==> config.mk <==
export PLATFORM = sky130hd
export DESIGN_NAME = float_unit_arbiter
export DESIGN_NICKNAME = d
export VERILOG_FILES = /design/src/rtl/float_arb_pkg.sv /design/src/rtl/float_tag_fifo.sv /design/src/rtl/float_unit_arbiter.sv
export SDC_FILE = /design/constraint.sdc
export NUM_CORES = 1
export LEC_CHECK = 0
export CORE_AREA = 2 2 159 161
export CTS_CLUSTER_SIZE = 16
export DETAILED_ROUTE_END_ITERATION = 7
export DIE_AREA = 0 0 161 163
export REMOVE_ABC_BUFFERS = 1
export SYNTH_ARGS = -nofsm -noshare
export SYNTH_HDL_FRONTEND = slang
export SYNTH_SLANG_ARGS = --single-unit
==> constraint.sdc <==
create_clock -name aclk -period 11.2 [get_ports aclk]
set_input_delay 1.12 -clock aclk [delete_from_list [all_inputs] [get_ports aclk]]
set_output_delay 1.12 -clock aclk [all_outputs]
set_load 0.02 [all_outputs]
==> src/rtl/float_arb_pkg.sv <==
// float_arb_pkg: shared state type, width helper and round-robin pick for float_unit_arbiter
package float_arb_pkg;

    typedef enum logic {ARB, LOCKED} arb_state_t;

    localparam int STAT_W = 32;

    function automatic int id_w(input int n);
        return (n > 1) ? $clog2(n) : 1;
    endfunction

    // First set bit of valid at or after ptr, wrapping over n entries; -1 when none is set.
    // Scanning from the far end lets the nearest candidate overwrite the result last.
    function automatic int rr_pick(input logic [7:0] valid, input int n, input int ptr);
        rr_pick = -1;
        for (int k = n - 1; k >= 0; k--)
            if (valid[3'((ptr + k) % n)]) rr_pick = (ptr + k) % n;
    endfunction

endpackage

==> src/rtl/float_tag_fifo.sv <==
// float_tag_fifo: requester-ID FIFO tracking operations outstanding in the float unit
//   aclk/aresetn : clock, async active-low reset (pointers and count only)
//   push/push_id : enqueue the ID of an issued operation
//   pop          : dequeue the head when its result is delivered
//   head/count   : oldest outstanding ID and number of entries
module float_tag_fifo
    import float_arb_pkg::*;
#(
    parameter int W     = 2,
    parameter int DEPTH = 32,
    localparam int CW   = $clog2(DEPTH + 1)
) (
    input  logic          aclk,
    input  logic          aresetn,
    input  logic          push,
    input  logic [W-1:0]  push_id,
    input  logic          pop,
    output logic [W-1:0]  head,
    output logic [CW-1:0] count
);

    localparam int PW = id_w(DEPTH);

    logic [W-1:0]  mem [DEPTH];
    logic [PW-1:0] wr_ptr, rd_ptr;

    // explicit wrap so non-power-of-two depths work
    function automatic logic [PW-1:0] nxt(input logic [PW-1:0] p);
        return (p == PW'(DEPTH - 1)) ? '0 : p + 1'b1;
    endfunction

    assign head = mem[rd_ptr];

    always_ff @(posedge aclk or negedge aresetn) begin
        if (!aresetn) begin
            wr_ptr <= '0;
            rd_ptr <= '0;
            count  <= '0;
        end else begin
            if (push) wr_ptr <= nxt(wr_ptr);
            if (pop) rd_ptr <= nxt(rd_ptr);
            count <= count + CW'(push) - CW'(pop);
        end
    end

    always_ff @(posedge aclk)
        if (push) mem[wr_ptr] <= push_id;

endmodule

==> src/rtl/float_unit_arbiter.sv <==
// float_unit_arbiter: shares one pipelined in-order float unit among NUM_REQ requesters
//   req_a/b_tdata, req_tvalid, req_tready : per-requester issue streams (packed, requester i at [i*SIZE +: SIZE])
//   rsp_tdata, rsp_tvalid, rsp_tready     : shared result data, valid one-hot on the owning requester
//   fu_a/b_*, fu_result_*                 : the single float unit's operand and result streams
//   err_orphan                            : sticky, a result arrived with no operation outstanding
//   FLOAT_ARB_STATS_EN adds issue_count (per-requester accepted issues) and stall_count (cycles unit not ready)
module float_unit_arbiter
    import float_arb_pkg::*;
#(
    parameter int SIZE            = 32,
    parameter int NUM_REQ         = 4,
    parameter int MAX_OUTSTANDING = 32
) (
    input  logic                    aclk,
    input  logic                    aresetn,
    input  logic [NUM_REQ*SIZE-1:0] req_a_tdata,
    input  logic [NUM_REQ*SIZE-1:0] req_b_tdata,
    input  logic [NUM_REQ-1:0]      req_tvalid,
    output logic [NUM_REQ-1:0]      req_tready,
    output logic [SIZE-1:0]         rsp_tdata,
    output logic [NUM_REQ-1:0]      rsp_tvalid,
    input  logic [NUM_REQ-1:0]      rsp_tready,
    output logic [SIZE-1:0]         fu_a_tdata,
    output logic [SIZE-1:0]         fu_b_tdata,
    output logic                    fu_a_tvalid,
    output logic                    fu_b_tvalid,
    input  logic                    fu_a_tready,
    input  logic                    fu_b_tready,
    input  logic [SIZE-1:0]         fu_result_tdata,
    input  logic                    fu_result_tvalid,
    output logic                    fu_result_tready,
    output logic                    err_orphan
`ifdef FLOAT_ARB_STATS_EN
    ,
    output logic [NUM_REQ*STAT_W-1:0] issue_count,
    output logic [STAT_W-1:0]         stall_count
`endif
);

    localparam int ID_W = id_w(NUM_REQ);
    localparam int CW   = $clog2(MAX_OUTSTANDING + 1);

    arb_state_t      state;
    logic [ID_W-1:0] rr_ptr, lock_id, grant, head;
    logic [CW-1:0]   count;
    logic            fu_valid, hs, has_tag, pop;
    int              pick;

    always_comb begin
        pick     = rr_pick(8'(req_tvalid), NUM_REQ, int'(rr_ptr));
        grant    = (state == LOCKED) ? lock_id : (pick < 0) ? '0 : ID_W'(pick);
        // a locked grant was admitted below the limit and nothing has been pushed since
        fu_valid = aresetn && (state == LOCKED || (count != CW'(MAX_OUTSTANDING) && |req_tvalid));
        hs       = fu_valid && fu_a_tready && fu_b_tready;
        has_tag  = count != '0;
        pop      = has_tag && fu_result_tvalid && rsp_tready[head];
    end

    assign fu_a_tvalid      = fu_valid;
    assign fu_b_tvalid      = fu_valid;
    assign fu_a_tdata       = req_a_tdata[grant*SIZE +: SIZE];
    assign fu_b_tdata       = req_b_tdata[grant*SIZE +: SIZE];
    assign req_tready       = hs ? NUM_REQ'(1) << grant : '0;
    assign rsp_tdata        = fu_result_tdata;
    assign rsp_tvalid       = (has_tag && fu_result_tvalid) ? NUM_REQ'(1) << head : '0;
    // with nothing outstanding a stray result is drained so the unit cannot wedge
    assign fu_result_tready = has_tag ? rsp_tready[head] : (aresetn && fu_result_tvalid);

    float_tag_fifo #(.W(ID_W), .DEPTH(MAX_OUTSTANDING)) u_tags (
        .aclk    (aclk),
        .aresetn (aresetn),
        .push    (hs),
        .push_id (grant),
        .pop     (pop),
        .head    (head),
        .count   (count)
    );

    always_ff @(posedge aclk or negedge aresetn) begin
        if (!aresetn) begin
            state      <= ARB;
            rr_ptr     <= '0;
            lock_id    <= '0;
            err_orphan <= 1'b0;
        end else begin
            if (hs) begin
                state  <= ARB;
                rr_ptr <= (grant == ID_W'(NUM_REQ - 1)) ? '0 : grant + 1'b1;
            end else if (fu_valid) begin
                state   <= LOCKED;
                lock_id <= grant;
            end
            if (!has_tag && fu_result_tvalid) err_orphan <= 1'b1;
        end
    end

`ifdef FLOAT_ARB_STATS_EN
    always_ff @(posedge aclk or negedge aresetn) begin
        if (!aresetn) begin
            issue_count <= '0;
            stall_count <= '0;
        end else begin
            for (int i = 0; i < NUM_REQ; i++)
                if (req_tready[i]) issue_count[i*STAT_W +: STAT_W] <= issue_count[i*STAT_W +: STAT_W] + 1'b1;
            if (fu_valid && !fu_a_tready) stall_count <= stall_count + 1'b1;
        end
    end
`endif

endmodule

* Word level (Yosys, flattened, before mapping)
Memories as Yosys holds them, arrays and structs flattened.
Cells that the tools add are included.
** Storage, ports and cells
- Register bits after elaboration :: 22
- Bits in writable memories :: 64
- Bits of input ports :: 301
- Output and inout port bits :: 108
- Memories :: 1
** Cells by class
- Add/subtract/negate cells :: 8
- Magnitude comparators :: 6
- Equal/unequal tests :: 4
- Shift operators :: 4
- Muxes and demuxes :: 29
- Bitwise gates (word level) :: 4
- Reductions and logical operators :: 17
** Memory list
- u_tags.mem :: depth 32, width 2, read ports 1, clocked after memory_dff 0, write ports 1, line float_tag_fifo.sv:24 : logic [W-1:0] mem [DEPTH];
** Operator list (number)
- $shiftx A128 B8 Y32 :: 2
- $mux W32 :: 4
- $lt A32 B1 Y1 const B :: 1
- $lt A3 B5 Y1 const B :: 3
- $mux W1 :: 13
- $add A5 B1 Y5 const B :: 2
- $eq A5 B5 Y1 const B :: 2
- $mux W5 :: 2
- $bmux W1 S3 :: 3
- $logic_and A1 B1 Y1 :: 8
- $mux W4 :: 2
- $shl A1 B2 Y4 const A :: 2
- $add A6 B1 Y6 :: 1
- $mux W2 :: 3
- $ne A6 B6 Y1 const B :: 1
- $reduce_bool A6 Y1 :: 1
- $reduce_or A2 Y1 :: 3
- $sub A6 B1 Y6 :: 1
- $add A2 B1 Y2 const B :: 2
- $add A2 B2 Y2 const B :: 2
- $bmux W1 S2 :: 2
- $lt A2 B4 Y1 const B :: 1
- $reduce_or A4 Y1 :: 1
- $and A1 B1 Y1 const A :: 3
- 7 further kinds :: 7

* Logic depth before layout (Yosys ltp)
- Depth after elaboration :: 15
- Mapped depth :: 21

* Cells and area by module
Synthesis repeated with hierarchy kept, for this count alone.
** Unflattened totals
- Cell total of the unflattened synthesis :: 872
- Area, all modules :: 8560.7 um^2
** By module, submodules not included
- float_unit_arbiter :: instances 1, cells each 626, area an instance 4932.2 um^2
- float_tag_fifo :: instances 1, cells each 246, area an instance 3628.5 um^2

* Worst setup path before layout
Ideal clock, no wire load.
- Kind :: in2out
- Start :: input req_tvalid[0]
- End :: output fu_a_tdata[23]
- Data arrival time :: 3289 ps
- Path slack :: 6791 ps
- Stages :: 9
- Path buffers :: 2
- Cell sequence :: a21oi_1 -> o21ai_0 -> a211oi_1 -> a21oi_1 -> inv_1 -> clkbuf_1 -> clkbuf_1 -> nand2_1 -> a31oi_1
** Between the ends
- Longest elaborated chain between the ends :: 11
** Ends and longest elaborated chain
- start, declared :: line float_unit_arbiter.sv:18 : input logic [NUM_REQ-1:0] req_tvalid,
- $bmux W1 S3 :: line float_arb_pkg.sv:17 : if (valid[3'((ptr + k) % n)]) rr_pick = (ptr + k) % n;
- $mux W1 (implied by the code) (2 in series) :: line float_arb_pkg.sv:17
- $mux W32 (3 in series) :: line float_arb_pkg.sv:17
- $mux W32 (*) :: line float_arb_pkg.sv:17
- $lt A32 B1 Y1 :: line float_unit_arbiter.sv:51 : grant = (state == LOCKED) ? lock_id : (pick < 0) ? '0 : ID_W'(pick);
- $mux W2 (*) (2 in series) :: line float_unit_arbiter.sv:51
- via grant[1] :: line float_unit_arbiter.sv:44 : logic [ID_W-1:0] rr_ptr, lock_id, grant, head;
- $shiftx A128 B8 Y32 (*) :: line float_unit_arbiter.sv:61 : assign fu_a_tdata = req_a_tdata[grant*SIZE +: SIZE];
- end, declared :: line float_unit_arbiter.sv:23 : output logic [SIZE-1:0] fu_a_tdata,
The timed path passes the listed nets; every way through them passes the cells marked *. The select of a mux whose other input is x is not followed.

* Final worst setup path
- Start :: input req_tvalid[0]
- End :: output fu_b_tdata[27]
** Between the ends
- Longest elaborated chain between the ends :: 11
** Ends and longest elaborated chain
- $bmux W1 S3 :: line float_arb_pkg.sv:17
- $mux W1 (implied by the code) (2 in series) :: line float_arb_pkg.sv:17
- $mux W32 (3 in series) :: line float_arb_pkg.sv:17
- $mux W32 (*) :: line float_arb_pkg.sv:17
- $lt A32 B1 Y1 :: line float_unit_arbiter.sv:51
- $mux W2 (*) (2 in series) :: line float_unit_arbiter.sv:51
- $shiftx A128 B8 Y32 (*) :: line float_unit_arbiter.sv:62 : assign fu_b_tdata = req_b_tdata[grant*SIZE +: SIZE];
- end, declared :: line float_unit_arbiter.sv:24 : output logic [SIZE-1:0] fu_b_tdata,
Mark *: on every way between the ends. The rest lies on a longest branch, timed or not. The select of a mux whose other input is x is not followed.

==> flow_summary.yaml <==
cells_and_area:
  drive_above_1_share: 0.0433
  area_growth_pct: 58.7
  mostFrequentLayoutCell: "clkdlybuf4s50_1"
  fill_cells: 2499
  finalNetCount: 1402
  final_core_util: 0.413
  layout_common_cells: "clkdlybuf4s50_1, nand2_1, a31oi_1, and3_1, edfxtp_1"
  final_area_sq_um: 10200
detailed_routing:
  first_pass_iters: 4
  routed_wl_um: 24200
  vias_per_cell: 4.71
  wl_per_cell_um: 17.1
  drc: 0
  dr.first_iter.drc_count: 370
  antenna_left: 0
  num_vias: 6667
sta:
  fin_crit_ps: 6090
  final.setup_skew_ps: 7.56
  finalSetupViolations: 0
  slew_viol_final: 0
  holdWs_ps: 456
  rsz0062_at_grt: "no"
  fin_setup_tns_ps: 0
  finalHoldViolCount: 0
  relSlewSlack: 0.397
  tightest_slew_ps: 905
  fin_crit_sh: 0.544
  fmax_ghz: 0.164
grt:
  grt_max_degree: 89
  grt_usage: 0.178
  grt_pass1_wl_um: 36900
  antenna_found_initial: 2
  grt_pass1_vias: 6685
  overflow: 0
clocking:
  clk_pin_slew_ps: 70
  cts_buffer_depth: 2
  clkSinkCount: 86
  hold_buffers: 0
  htreeDepth: 3
  clkLatencyLatePin_ps: 340
  cts.repair.resized: 0
  cts_tree: "yes"
  numCtsBuffers: 9
  post_cts_buffers: 0
  root_buffer: "clkbuf_16"
place:
  gp_congestion: 0.868
  hpwl_um: 18200
  numPortBuffers: 344
  place_area_sq_um: 9870
power:
  power_density_nw_per_um2: 211
  peakVddDrop_uv: 136
  power.total_mw: 2.15
  leakage_nw: 4.14
yosys:
  yosysUniqueCellTypes: 55
  synthesis.area_sq_um: 6420
  syn_inst: 807
  syn_avg_cell_area_sq_um: 7.96
  synth_top_area_share: 0.299
  synth_area_leaders: "edfxtp_1, nand2_1, dfrtp_1, a31oi_1, and3_1"
  yosys.area.top_type: "edfxtp_1"
  yosys_register_bits: 86
  synthFlopType: "edfxtp_1"
  synth_edf_count: 64
  synthArstFlopShare: 0.256
  synth.yosys.seq_area_share: 0.385
  ys.warnings.count: 0
worst_setup_path:
  required_ps: 10080
  crit_slowest_cell: "buf_4"
  worst_setup_path_start_kind: "primary input"
  r2r_setup_slack_ps: 6760
  critPathLaunch: "req_tvalid[0]"
  critPathCapture: "fu_b_tdata[27]"
  r2r-start: "u_tags.rd_ptr[1]$_DFFE_PN0P_"
  crit_chain: "clkdlybuf4s50_1 > a21oi_1 > o21ai_0 > a211oi_1 > a21oi_4 > inv_4 > buf_4 > nand2_1 > and3_1 > a31oi_1 > clkdlybuf4s50_1"
  critPathCaptureType: "output port"
  worstPathMaxFanout: 88
  cpMostUsedCell: "clkdlybuf4s50_1"
  slowest_delay_ps: 840
  rr_endpoint: "u_tags.count[5]$_DFF_PN0_"
  arrival_ps: 4970
  criticalPathCategory: "in -> out"
  reg2reg_depth: 17
floorplan:
  die-height_um: 163
  dieArea_sq_um: 26200
  rows: 58
  die_x_um: 161
  core-area_sq_um: 24700
  io_pins: 409
  start_util: 0.260
min_path:
  hp-start: "err_orphan$_DFFE_PN0P_"
  hold_path_class: "reg -> reg"
outcome:
  outcome: "finished clean"
run:
  maxCapViolCount: 0
## synth_stat cells (all sizes together), types with 5 or more instances
cell and count:
mux2i 19, mux2 7, and3 66, o21ai 12, a21oi 11, inv 28
nor2 45, nand3 8, and2 5, clkbuf 44, nand2 275, buf 46
ha 20, a31oi 68, dfrtp 22, edfxtp 64, nand2b 5, nor2b 5
## cell families (layout without fill, tap and decap cells)
| kind of cell | count (synthesis) | count (layout) | synth area share |
|---|---|---|---|
| AND/OR/NAND/NOR | 427 | 427 | 0.292 |
| AO/OA/AOI/OAI | 121 | 121 | 0.125 |
| buffers and inverters | 118 | 396 | 0.0934 |
| flip-flops | 86 | 86 | 0.385 |
| multiplexers | 30 | 30 | 0.0571 |
| adder cells (fa/ha/maj) | 21 | 21 | 0.0421 |
| XOR/XNOR | 4 | 4 | 0.00546 |
| other | 0 | 2 | 0 |
## worst min-delay path by stage
stage                             endpoint  slack, ps  cells after the start
floorplan           lock_id[0]$_DFFE_PN0P_        450                      2
global placement    err_orphan$_DFFE_PN0P_        440                      1
detailed placement  err_orphan$_DFFE_PN0P_        440                      1
CTS                 err_orphan$_DFFE_PN0P_        460                      1
global route        err_orphan$_DFFE_PN0P_        480                      1
finish              err_orphan$_DFFE_PN0P_        460                      1
## layout make-up
type	count	area, sq um	share of cell area
antenna	2	5.00	0.000491
clock buffer	9	225	0.0221
clock inverter	7	91.3	0.00896
inverter	28	108	0.0106
multi-input combinational	603	3370	0.331
sequential	86	2470	0.243
tap	330	413	0.0405
timing repair buffer	352	3500	0.344
## metal layers
metal  vias to the layer above  part of all wire  track usage
met5                         -                 0            0
met3                        37             0.078       0.0593
met1                      3077              0.41        0.217
met2                       246              0.49        0.297
li1                       3307                 -            -
met4                         0             0.023       0.0584
## per-stage QoR
stage                     setup slack (ps)  std cells
after floorplan                      -1390        717
after global placement                5130       1399
after detailed placement              5140       1399
after CTS                             5120       1415
after global routing                  4820       1417
final                                 5110       1417
## report_power, final
group | switching [mW] | internal (mW)
clock network | 0.134 | 0.178
registers | 0.0672 | 0.407
logic | 0.750 | 0.617
## critical path: cells and delay by family
kind                   cells  cell delay (ps)
AO/OA/AOI/OAI              5              960
buffers and inverters      4             2510
AND/OR/NAND/NOR            2              290
## state kept, by name, summed over array words and instances (netlist names)
| name | count |
|---|---|
| u_tags.count | 6 |
| lock_id | 2 |
| err_orphan | 1 |
| rr_ptr | 2 |
| state | 1 |
| u_tags.wr_ptr | 5 |
| u_tags.mem | 64 |
| u_tags.rd_ptr | 5 |
Power figures use the tool's default switching activity.
